--- src/rtl/hamming_pkg.sv ---
// Shared widths, data-bit placement and result flags for the Hamming SECDED decoder.
package hamming_pkg;

    typedef struct packed {
        logic corrected;
        logic uncorr;
    } flags_t;

    function automatic int n_of(input int r);
        return 32'sd1 << r;
    endfunction

    function automatic int k_of(input int r);
        return (32'sd1 << r) - r - 32'sd1;
    endfunction

    // Codeword position of data bit idx: the idx-th non-power-of-two index from 3 upward.
    function automatic int data_pos(input int idx);
        int pos;
        int cnt;
        pos = 32'sd0;
        cnt = 32'sd0;
        for (int p = 32'sd3; p < 32'sd64; p++) begin
            if ((p & (p - 32'sd1)) != 32'sd0) begin
                if (cnt == idx) begin
                    pos = p;
                end
                cnt++;
            end
        end
        return pos;
    endfunction

endpackage

--- src/rtl/hamming_secded_dec_syndrome.sv ---
// Combinational syndrome (XOR of set-bit indices) and overall parity of a codeword.
module hamming_syndrome
    import hamming_pkg::*;
#(
    parameter int R = 4
) (
    input  logic [n_of(R)-1:0] i_code,
    output logic [R-1:0]       o_syn,
    output logic               o_par
);

    localparam int N = n_of(R);

    // Fold every set bit's index into the syndrome; bit0 carries no index weight.
    always_comb begin
        o_syn = {R{1'b0}};
        for (int b = 1; b < N; b++) begin
            if (i_code[b]) begin
                o_syn = o_syn ^ R'(b);
            end else begin
                o_syn = o_syn;
            end
        end
        o_par = ^i_code;
    end

endmodule

--- src/rtl/hamming_secded_dec.sv ---
// Two-stage pipelined Hamming SECDED decoder with valid/ready handshakes.
// Optional saturating error counters are built when HAMMING_ERR_CNT_EN is defined.
module hamming_secded_dec
    import hamming_pkg::*;
#(
    parameter int R     = 4,
    parameter int CNT_W = 16
) (
    input  logic                 clk,
    input  logic                 reset,
    input  logic                 in_valid,
    output logic                 in_ready,
    input  logic [n_of(R)-1:0]   in_code,
    output logic                 out_valid,
    input  logic                 out_ready,
    output logic [k_of(R)-1:0]   out_data,
    output logic                 out_corrected,
    output logic                 out_uncorr,
    output logic [R-1:0]         out_err_pos,
    input  logic                 cnt_clr,
    output logic [CNT_W-1:0]     cnt_corr,
    output logic [CNT_W-1:0]     cnt_uncorr
);

    localparam int N = n_of(R);
    localparam int K = k_of(R);

    logic [R-1:0]   w_syn;
    logic           w_par;
    logic           w_s1_load;
    logic           w_s2_load;
    logic [N-1:0]   w_fixed;
    logic [K-1:0]   w_data;
    flags_t         w_flags;

    logic           r_s1_valid;
    logic [N-1:0]   r_s1_code;
    logic [R-1:0]   r_s1_syn;
    logic           r_s1_par;

    logic           r_out_valid;
    logic [K-1:0]   r_out_data;
    flags_t         r_out_flags;
    logic [R-1:0]   r_out_err_pos;

    hamming_syndrome #(.R(R)) u_syndrome (
        .i_code (in_code),
        .o_syn  (w_syn),
        .o_par  (w_par)
    );

    assign w_s2_load = !r_out_valid || out_ready;
    assign w_s1_load = !r_s1_valid || w_s2_load;
    assign in_ready  = w_s1_load;

    // Stage 1: capture the accepted codeword with its syndrome and parity.
    always_ff @(posedge clk) begin
        if (reset) begin
            r_s1_valid <= 1'b0;
            r_s1_code  <= {N{1'b0}};
            r_s1_syn   <= {R{1'b0}};
            r_s1_par   <= 1'b0;
        end else if (w_s1_load) begin
            r_s1_valid <= in_valid;
            if (in_valid) begin
                r_s1_code <= in_code;
                r_s1_syn  <= w_syn;
                r_s1_par  <= w_par;
            end
        end
    end

    // Odd parity means one flipped bit at the syndrome position (bit0 when syndrome is 0).
    always_comb begin
        w_fixed = r_s1_code;
        if (r_s1_par) begin
            w_fixed[r_s1_syn] = ~r_s1_code[r_s1_syn];
        end else begin
            w_fixed = r_s1_code;
        end
        w_flags.corrected = r_s1_par;
        w_flags.uncorr    = !r_s1_par && (r_s1_syn != {R{1'b0}});
    end

    for (genvar j = 0; j < K; j++) begin : g_data
        assign w_data[j] = w_fixed[data_pos(j)];
    end

    // Stage 2: registered decoded word and flags, held while downstream stalls.
    always_ff @(posedge clk) begin
        if (reset) begin
            r_out_valid   <= 1'b0;
            r_out_data    <= {K{1'b0}};
            r_out_flags   <= '{corrected: 1'b0, uncorr: 1'b0};
            r_out_err_pos <= {R{1'b0}};
        end else if (w_s2_load) begin
            r_out_valid <= r_s1_valid;
            if (r_s1_valid) begin
                r_out_data    <= w_data;
                r_out_flags   <= w_flags;
                r_out_err_pos <= r_s1_syn;
            end
        end
    end

    assign out_valid     = r_out_valid;
    assign out_data      = r_out_data;
    assign out_corrected = r_out_flags.corrected;
    assign out_uncorr    = r_out_flags.uncorr;
    assign out_err_pos   = r_out_err_pos;

`ifdef HAMMING_ERR_CNT_EN
    logic             w_hs;
    logic [CNT_W-1:0] r_cnt_corr;
    logic [CNT_W-1:0] r_cnt_uncorr;

    assign w_hs = r_out_valid && out_ready;

    // Event counters saturate at all-ones; a clear wins over a same-cycle event.
    always_ff @(posedge clk) begin
        if (reset || cnt_clr) begin
            r_cnt_corr   <= {CNT_W{1'b0}};
            r_cnt_uncorr <= {CNT_W{1'b0}};
        end else begin
            if (w_hs && r_out_flags.corrected && (r_cnt_corr != {CNT_W{1'b1}})) begin
                r_cnt_corr <= r_cnt_corr + {{(CNT_W-1){1'b0}}, 1'b1};
            end
            if (w_hs && r_out_flags.uncorr && (r_cnt_uncorr != {CNT_W{1'b1}})) begin
                r_cnt_uncorr <= r_cnt_uncorr + {{(CNT_W-1){1'b0}}, 1'b1};
            end
        end
    end

    assign cnt_corr   = r_cnt_corr;
    assign cnt_uncorr = r_cnt_uncorr;
`else
    logic w_unused_cnt_clr;

    assign w_unused_cnt_clr = cnt_clr;
    assign cnt_corr         = {CNT_W{1'b0}};
    assign cnt_uncorr       = {CNT_W{1'b0}};
`endif

endmodule

--- config.mk ---
export PLATFORM = sky130hd
export DESIGN_NAME = hamming_secded_dec
export DESIGN_NICKNAME = d
export VERILOG_FILES = /design/src/rtl/hamming_pkg.sv /design/src/rtl/hamming_secded_dec_syndrome.sv /design/src/rtl/hamming_secded_dec.sv
export SDC_FILE = /design/constraint.sdc
export NUM_CORES = 1
export LEC_CHECK = 0
export ABC_CLOCK_PERIOD_IN_PS = 1800
export CORE_MARGIN = 10
export CORE_UTILIZATION = 43
export CTS_CLUSTER_SIZE = 28
export DETAILED_ROUTE_END_ITERATION = 10
export PLACE_DENSITY_LB_ADDON = 0.05
export SLEW_MARGIN = 40
export SYNTH_ARGS = -nofsm -noshare
export SYNTH_HDL_FRONTEND = slang
export SYNTH_SLANG_ARGS = --single-unit
export TNS_END_PERCENT = 1
--- constraint.sdc ---
create_clock -name clk -period 1.8 [get_ports clk]
set_clock_uncertainty 0.15 [all_clocks]
set_input_delay 0.54 -clock clk [delete_from_list [all_inputs] [get_ports clk]]
set_output_delay 0.54 -clock clk [all_outputs]
set_load 0.01 [all_outputs]
== Word level (Yosys, flattened, before mapping) ==
Index checks and enable logic that the tools add are counted.

* Bits in registers: 40
* Bits of input ports: 21
* Output and inout port bits: 51
* Logic and storage cells: 58

* $lt $le $gt $ge: 2
* Mux-type cells: 21
* Bitwise operators: 15
* Reduce and logical (&&, ||, !) cells: 11

{| class="wikitable"
|+ Operator list
! cell !! count
|-
| $mux 4 || 8
|-
| $bwmux 16 || 1
|-
| $mux 16 || 1
|-
| $reduce_xor 16->1 || 1
|-
| $mux 3 || 4
|-
| $not 2->2 || 6
|-
| $not 3->3 || 4
|-
| $lt 4x5->1 const B || 1
|-
| $bmux 1 s4 || 1
|-
| $demux 1 s4 || 1
|-
| $ge 4x1->1 const B || 1
|-
| $mux 2 || 2
|-
| $not 4->4 || 1
|-
| $reduce_and 2->1 || 2
|-
| $reduce_bool 4->1 || 1
|-
| $logic_not 1->1 || 3
|-
| $mux 1 || 3
|-
| $not 1->1 const A || 3
|-
| $logic_and 1x1->1 || 2
|-
| $logic_or 1x1->1 || 2
|-
| $not 1->1 || 1
|}

== Longest topological paths before layout ==
Gate-level depths: netlist (run 1).

* Word-level depth: 26
* Mapped depth: 7
* Mapped depth without buffers: 5

== Modules after synthesis ==
From an unflattened synthesis (run 1), not the netlist that was laid out.

* Cells, all modules: 246
* Area total of the unflattened synthesis: 2058.2 µm²

{| class="wikitable"
|+ By module, submodules not included
! module !! instances !! cells each !! area each (µm²) !! seq. area each (µm²)
|-
| hamming_secded_dec || 1 || 219 || 1806.7 || 720.7
|-
| hamming_syndrome || 1 || 27 || 251.5 || 0.0
|}

== Worst setup path before layout (run 1) ==
Ideal clock, no wire load.

* Path type: in2reg
* Start point: in out_ready
* End point: reg r_s1_syn[0]
* Setup time: 0.086 ns
* Arrival time: 1.559 ns
* Data required time: 1.564 ns
* Path slack: 0.006 ns
* Stages: 6
* Path buffers: 2
* Cells stage by stage: nor2b_1 -> nand2_1 -> and2_1 -> clkbuf_1 -> buf_2 -> a211oi_1

* Cells in the longest elaborated chain, start to end: 3

{| class="wikitable"
|+ RTL lines
! what !! RTL line !! source
|-
| start, declared || hamming_secded_dec.sv:15 || <nowiki>input logic out_ready,</nowiki>
|-
| $logic_or 1x1->1 || hamming_secded_dec.sv:52 || <nowiki>assign w_s2_load = !r_out_valid || out_ready;</nowiki>
|-
| $logic_or 1x1->1 || hamming_secded_dec.sv:53 || <nowiki>assign w_s1_load = !r_s1_valid || w_s2_load;</nowiki>
|-
| named net in_ready || hamming_secded_dec.sv:12 || <nowiki>output logic in_ready,</nowiki>
|-
| $reduce_and 2->1 (no line) || -- ||
|-
| end signal, assigned || hamming_secded_dec.sv:61 || <nowiki>r_s1_syn <= {R{1'b0}};</nowiki>
|-
| end signal, assigned || hamming_secded_dec.sv:67 || <nowiki>r_s1_syn <= w_syn;</nowiki>
|-
| end, declared || hamming_secded_dec.sv:38 || <nowiki>logic [R-1:0] r_s1_syn;</nowiki>
|}

The timed path passes the listed nets, and every way through them passes these cells.
A chain may end at the register's enable or synchronous reset.

== Worst setup path after layout (run 1) ==
* Start point: in in_code[8]
* End point: reg r_s1_par

* Cells in the longest elaborated chain, start to end: 1

{| class="wikitable"
|+ RTL lines
! what !! RTL line !! source
|-
| start, declared || hamming_secded_dec.sv:13 || <nowiki>input logic [n_of(R)-1:0] in_code,</nowiki>
|-
| $reduce_xor 16->1 || hamming_secded_dec_syndrome.sv:24 || <nowiki>o_par = ^i_code;</nowiki>
|-
| end signal, assigned || hamming_secded_dec.sv:68 || <nowiki>r_s1_par <= w_par;</nowiki>
|-
| end, declared || hamming_secded_dec.sv:39 || <nowiki>logic r_s1_par;</nowiki>
|}

No other way between the ends.

==> flow_metrics.env, run 1 <==
export IMPL_status="finished clean"
export IMPL_timing_max_cap_violations=0
export IMPL_clkSinkCount=35
export IMPL_cp_cell_sequence="clkdlybuf4s50_1 -> xnor2_2 -> xnor2_2 -> xnor2_2 -> xnor2_1 -> a211oi_2"
export IMPL_cpPeakStageDelay_ns=0.44
export IMPL_worstHoldPathCells=2
export IMPL_r2r_setup_slack_ns=0.22
export IMPL_cp_max_fo=2
export IMPL_drtPass1Iterations=4
export IMPL_fp_dieH_um=85.82
export IMPL_avgSynthCellArea_um2=8.136
export IMPL_die_w_um=85.82
export IMPL_start_kind="input pin"
export IMPL_grt_max_degree=36
export IMPL_area_delta_synth_final_pct=36.67
export IMPL_synth_top_area_frac=0.3761
export IMPL_grt_pass1_vias=1496
export IMPL_timing_final_crit_period_ns=1.751
export IMPL_finalWirelength_mm=4.160
export IMPL_vias=1489
export IMPL_hpwl_mm=3.297
export IMPL_critPathBufInv=1
export IMPL_syn_cell_area_um2=1863
export IMPL_core_um2=4086
export IMPL_gp_congestion=0.7950
export IMPL_synth_seq_area_share=0.3761
export IMPL_wire_per_inst_um=12.24
export IMPL_p_per_area_nw_per_um2=839.6
export IMPL_route_met2_wl_mm=1.797
export IMPL_reg2reg_to="r_s1_syn[2]"
export IMPL_r2r_start="out_valid"
export IMPL_cp_arrival_ns=1.77
export IMPL_report_final_slew_viol_count=0
export IMPL_drtAntennaViolNets=0
export IMPL_leakage_nw=1.159
export IMPL_n_antenna_cell=0
export IMPL_cp_required_ns=1.82
export IMPL_setup_viol=0
export IMPL_synth_edf_count=0
export IMPL_endpoint_kind="flop"
export IMPL_final_hold_violation_count=0
export IMPL_viasPerCell=4.379
export IMPL_max_clock_path_buffers=2
export IMPL_dp_cells=331
export IMPL_synth_seq_cells=35
export IMPL_synth_top_cells_by_count="dfxtp_1, nand2_1, xnor2_1"
export IMPL_final_core_util=0.6231
export IMPL_grt_usage=0.1130
export IMPL_netlist_instances=229
export IMPL_fin_area_um2=2546
export IMPL_htreeDepth=2
export IMPL_dpl_instance_area_um2=2381
export IMPL_crit_family="XOR/XNOR gates"
export IMPL_synth_cell_types=20
export IMPL_antenna_found_initial=0
export IMPL_worstHoldPathType="reg -> reg"
export IMPL_ff2ff_path_depth=7
export IMPL_clock_root_buffer="clkbuf_8"
export IMPL_critPathKind="in -> reg"
export IMPL_ios=72
export IMPL_ir_worst_vdd_mv=0.3494
export IMPL_drive_above_1_share=0.1586
export IMPL_layout_nets=310
export IMPL_fill_cells=402
export IMPL_worstHoldStart="out_corrected"
export IMPL_start_util=0.4559
export IMPL_num_rows=23
export IMPL_top_layer="met4"
export IMPL_wl_met1_mm=1.925
export IMPL_dr_first_iter_drc_count=72
export IMPL_met3_wirelength_um=383
export IMPL_clk_pin_slew_worst_paths_ns=0.07
export IMPL_grt_remaining_overflow=0
export IMPL_clk_latency_ns=0.28
export IMPL_yosys_area_top_type="dfxtp_1"
export IMPL_cts_hold_buf=0
export IMPL_critical_path_most_common_cell="xnor2_2"
export IMPL_synthTopCellsByArea="dfxtp_1, xnor2_1, buf_4"
export IMPL_fin_cells=340
export IMPL_grt_pass1_wl_mm=6.962
export IMPL_worst_hold_path_endpoint="out_corrected"
export IMPL_cts_buffers=5
export IMPL_drc_errors=0
export IMPL_finalCritPeriodShare=0.9727
export IMPL_synth_ff_type="dfxtp_1"
export IMPL_cts_tree="built"
export IMPL_port_buffers=38
export IMPL_async_reset_ff_frac=0
export IMPL_fmax_mhz=571.2
export IMPL_die_area_um2=7365
export IMPL_crit_path_top_delay_cell="clkdlybuf4s50_1"
export IMPL_yosys_warnings=0
export IMPL_finalHoldWorstSlack_ns=0.3026
## tightest hold or removal path, stage by stage, from the launching register on
cell	delay [ns]
dfxtp_1	0.31
nand2_1	0.05
a21oi_1	0.05
## metrics by stage
step                      setup WS [ns]  setup TNS, ns  total power [mW]
after detailed placement        -0.5678         -9.097             1.429
after global routing           -0.03091       -0.04609             2.260
final                           0.04918              0             2.138
after CTS                      -0.03180       -0.04195             2.135
after floorplan                0.005610              0             1.245
after global placement          -0.5575         -8.755             1.422
## cells by family after synthesis
kind of cell	Yosys count	synth area share
compound gates	33	0.1115
xor+xnor	38	0.1786
buf+inv	43	0.1538
flops	35	0.3761
other cells	1	0.002013
simple gates	79	0.1780
## timing repair
item                                    CTS  global route
resized for setup                        28            18
buffers inserted                          1             0
pin swaps                                 8            11
cloned                                    0             0
endpoints found under the setup margin   24             6
## registers in the layout, indices dropped and copies added (netlist names)
name,count
out_err_pos,4
r_s1_valid,1
r_s1_code,11
r_s1_par,1
out_uncorr,1
out_corrected,1
out_valid,1
r_s1_syn,4
out_data,11
## per-layer routing
| layer | global-route usage | vias up |
|---|---|---|
| met2 | 0.1689 | 50 |
| met1 | 0.1361 | 639 |
| met4 | 0.03593 | 0 |
| met5 | 0 | - |
| li1 | - | 794 |
| met3 | 0.05960 | 6 |
## report_power, final
part / switching (mW) / leakage [nW] / internal [mW]
registers: 0.0471 / 0.288 / 0.833
logic: 0.253 / 0.810 / 0.276
clock network: 0.281 / 0.0612 / 0.448
total: 0.581 / 1.16 / 1.56
## area by class of cell
type,count,area [um^2],area share
Tap cell,50,62.56,0.02457
Sequential cell,35,700.7,0.2752
Multi-Input combinational cell,182,1047,0.4113
Clock buffer,6,82.58,0.03243
Clock inverter,2,35.03,0.01376
Timing Repair Buffer,65,618.1,0.2428
## worst max-delay path by stage
stage / start / to / slack (ns) / cells after the start
after floorplan: out_ready / r_s1_syn[0] / 0.006 / 6
final: in_code[8] / r_s1_par / 0.05 / 6
after detailed placement: out_ready / in_ready / -0.57 / 4
after global placement: out_ready / in_ready / -0.56 / 4
after global routing: in_code[8] / r_s1_syn[3] / -0.03 / 7
after CTS: in_code[13] / r_s1_par / -0.03 / 6
## placed cells by master (no fill, tap or decap), drive strengths merged
cell type,n
xor2,5
and2,1
nand2b,3
nor4,1
xnor2,33
buf,28
dlymetal6s2s,9
clkbuf,7
nand3,1
clkdlybuf4s50,5
nor2,30
nor4b,1
clkinv,1
dlygate4sd2,22
conb,32
nand3b,2
nand2,35
bufinv,1
a211oi,15
a21oi,18
nor3,3
nor2b,2
dfxtp,35
No activity file was read; power rests on OpenSTA's default activity.
==> run 2, diff against run 1 <==
--- a/config.mk
+++ b/config.mk
@@ -8,7 +8,9 @@
 export ABC_CLOCK_PERIOD_IN_PS = 1800
 export CORE_MARGIN = 10
-export CORE_UTILIZATION = 43
+export CORE_UTILIZATION = 61
 export CTS_CLUSTER_SIZE = 28
 export DETAILED_ROUTE_END_ITERATION = 10
+export DONT_BUFFER_PORTS = 1
+export HOLD_SLACK_MARGIN = 0.08
 export PLACE_DENSITY_LB_ADDON = 0.05
 export SLEW_MARGIN = 40
--- a/constraint.sdc
+++ b/constraint.sdc
@@ -3,3 +3,3 @@
 set_input_delay 0.54 -clock clk [delete_from_list [all_inputs] [get_ports clk]]
 set_output_delay 0.54 -clock clk [all_outputs]
-set_load 0.01 [all_outputs]
+set_load 0.005 [all_outputs]
==> run 2 against run 1 <==
Combinational power is 40% lower. Sequential cell count did not move. Clock-buffer cell count stayed put.
==> flow_metrics.env, run 2 (synthesis gave the netlist of run 1 again) <==
export IMPL_area_delta_synth_final_pct=-1.612
export IMPL_leakage_nw=0.6691
export IMPL_seqPwrFrac=0.568
export IMPL_post_cts_buffers=0
export IMPL_fmax_mhz=577.4
export IMPL_status="finished clean"
export IMPL_clkSinkCount=35
export IMPL_layout_nets=250
export IMPL_r2r_start="r_s1_syn[3]"
export IMPL_start_kind="flop"
export IMPL_grt_max_degree=36
export IMPL_grt_pass1_wl_mm=6.003
export IMPL_dr_first_iter_drc_count=69
export IMPL_viasPerCell=5.031
export IMPL_drc_errors=0
export IMPL_crit_start="out_valid"
export IMPL_p_switching_uw=443.7
export IMPL_multi_input_area_um2=1001
export IMPL_htreeDepth=2
export IMPL_critPathKind="reg -> out"
export IMPL_route_met2_wl_mm=1.665
export IMPL_hpwl_mm=3.048
export IMPL_met3_wirelength_um=509
export IMPL_drive_above_1_share=0.06140
export IMPL_layout_common_cells="nand2_1, dfxtp_1, xnor2_1"
export IMPL_num_rows=19
export IMPL_n_antenna_cell=0
export IMPL_finalWirelength_mm=3.756
export IMPL_finalCritPeriodShare=0.9622
export IMPL_ir_worst_vdd_mv=0.5306
export IMPL_cp_required_ns=1.11
export IMPL_clock_root_buffer="clkbuf_4"
export IMPL_power_frac_comb=0.201
export IMPL_grt_pass1_vias=1340
export IMPL_clk_pin_slew_worst_paths_ns=0.09
export IMPL_report_final_slew_viol_count=0
export IMPL_critPathBufInv=1
export IMPL_fin_area_um2=1833
export IMPL_dpl_instance_area_um2=1782
export IMPL_cp_cell_sequence="nor2b_4 -> nand2_1 -> buf_4"
export IMPL_ios=72
export IMPL_worstHoldStart="reset"
export IMPL_wl_met1_mm=1.532
export IMPL_p_per_area_nw_per_um2=858.1
export IMPL_ff_latch_area_um2=701.9
export IMPL_start_util=0.6586
export IMPL_reg2reg_to="out_data[7]"
export IMPL_swShare=0.2821
export IMPL_die_area_um2=5665
export IMPL_worstHoldPathCells=1
export IMPL_top_layer="met4"
export IMPL_max_clock_path_buffers=2
export IMPL_vias=1303
export IMPL_power_frac_clock=0.230
export IMPL_setup_tns_ns=0
export IMPL_setup_viol=0
export IMPL_gp_congestion=0.7813
export IMPL_core_um2=2829
export IMPL_antenna_found_initial=0
export IMPL_worstHoldPathType="in -> reg"
export IMPL_mostFrequentLayoutCell="nand2_1"
export IMPL_fill_cells=266
export IMPL_timing_final_crit_period_ns=1.732
export IMPL_cpPeakStageDelay_ns=0.36
export IMPL_finalHoldWorstSlack_ns=0.1175
export IMPL_grt_usage=0.1353
export IMPL_fp_dieH_um=75.27
export IMPL_endpoint_kind="output pin"
export IMPL_port_buffers=0
export IMPL_worst_hold_path_endpoint="out_valid"
export IMPL_drtAntennaViolNets=0
export IMPL_crit_family="flip-flops"
export IMPL_cts_tree="built"
export IMPL_clk_latency_ns=0.33
export IMPL_cp_arrival_ns=1.04
export IMPL_cp_max_fo=2
export IMPL_die_w_um=75.27
export IMPL_final_hold_violation_count=0
export IMPL_ff2ff_path_depth=4
export IMPL_crit_path_top_delay_cell="dfxtp_2"
export IMPL_wire_per_inst_um=14.50
export IMPL_grt_remaining_overflow=0
export IMPL_internal_power_mw=1.129
export IMPL_r2r_setup_slack_ns=0.23
export IMPL_cts_buffers=5
export IMPL_drtPass1Iterations=4
export IMPL_timing_max_cap_violations=0
-- run 2: cell count changes in the layout (fill, tap and decap cells not counted), sizes merged --
cell,previous run,this run
buf,28,5
dlygate4sd2,22,0
dlymetal6s2s,9,0
clkdlybuf4s50,5,0
bufinv,1,0
clkbuf,7,6
clkinv,1,0
-- run 2: layer usage --
layer	GRT usage	vias up
met5	0	-
met3	0.08410	6
met4	0.04948	0
met1	0.1515	572
met2	0.2057	54
li1	-	671
-- run 2: worst reg2reg max path, stage by stage, from the launching register on --
cell and delay [ns]:
dfxtp_1 0.45, nand2_1 0.15, nor4b_1 0.39, xnor2_1 0.12, a211oi_1 0.23
-- run 2: per-stage QoR --
step           std cells  power (mW)  utilization  worst slack [ns]
6_report             259       1.573       0.6479           0.06802
3_5_place_dp         253       1.225       0.6298           0.01789
2_1_floorplan        260       1.219            -           0.04875
3_3_place_gp         253       1.215       0.6298           0.06832
4_1_cts              259       1.583       0.6453           0.01096
5_1_grt              259       1.679       0.6479         -0.002982
-- run 2: worst max path at each step --
stage,end,slack (ns),cells after the start
4_1_cts,in_ready,0.01,3
2_1_floorplan,r_s1_syn[0],0.05,6
3_3_place_gp,r_s1_par,0.07,5
5_1_grt,in_ready,-0.003,3
6_report,in_ready,0.07,3
3_5_place_dp,r_s1_syn[0],0.02,5
-- run 2: power groups by stage --
stage / combinational (mW) / clock, mW / sequential, mW
after floorplan: 0.325 / 0 / 0.895
after global placement: 0.307 / 0 / 0.908
after detailed placement: 0.313 / 0 / 0.912
after CTS: 0.314 / 0.375 / 0.894
after global routing: 0.364 / 0.411 / 0.903
final: 0.316 / 0.363 / 0.894
-- run 2: layout make-up --
cell class,count,area share
Multi-Input combinational cell,182,0.5461
Sequential cell,35,0.3829
Timing Repair Buffer,5,0.02730
Clock buffer,6,0.02253
Tap cell,31,0.02116
-- run 2: repair_timing --
| action | in CTS | in global routing |
|---|---|---|
| hold endpoints to repair | 0 | 0 |
| endpoints found under the setup margin | 1 | 7 |
| hold buffers | 0 | 0 |
| resized for setup | 1 | 3 |
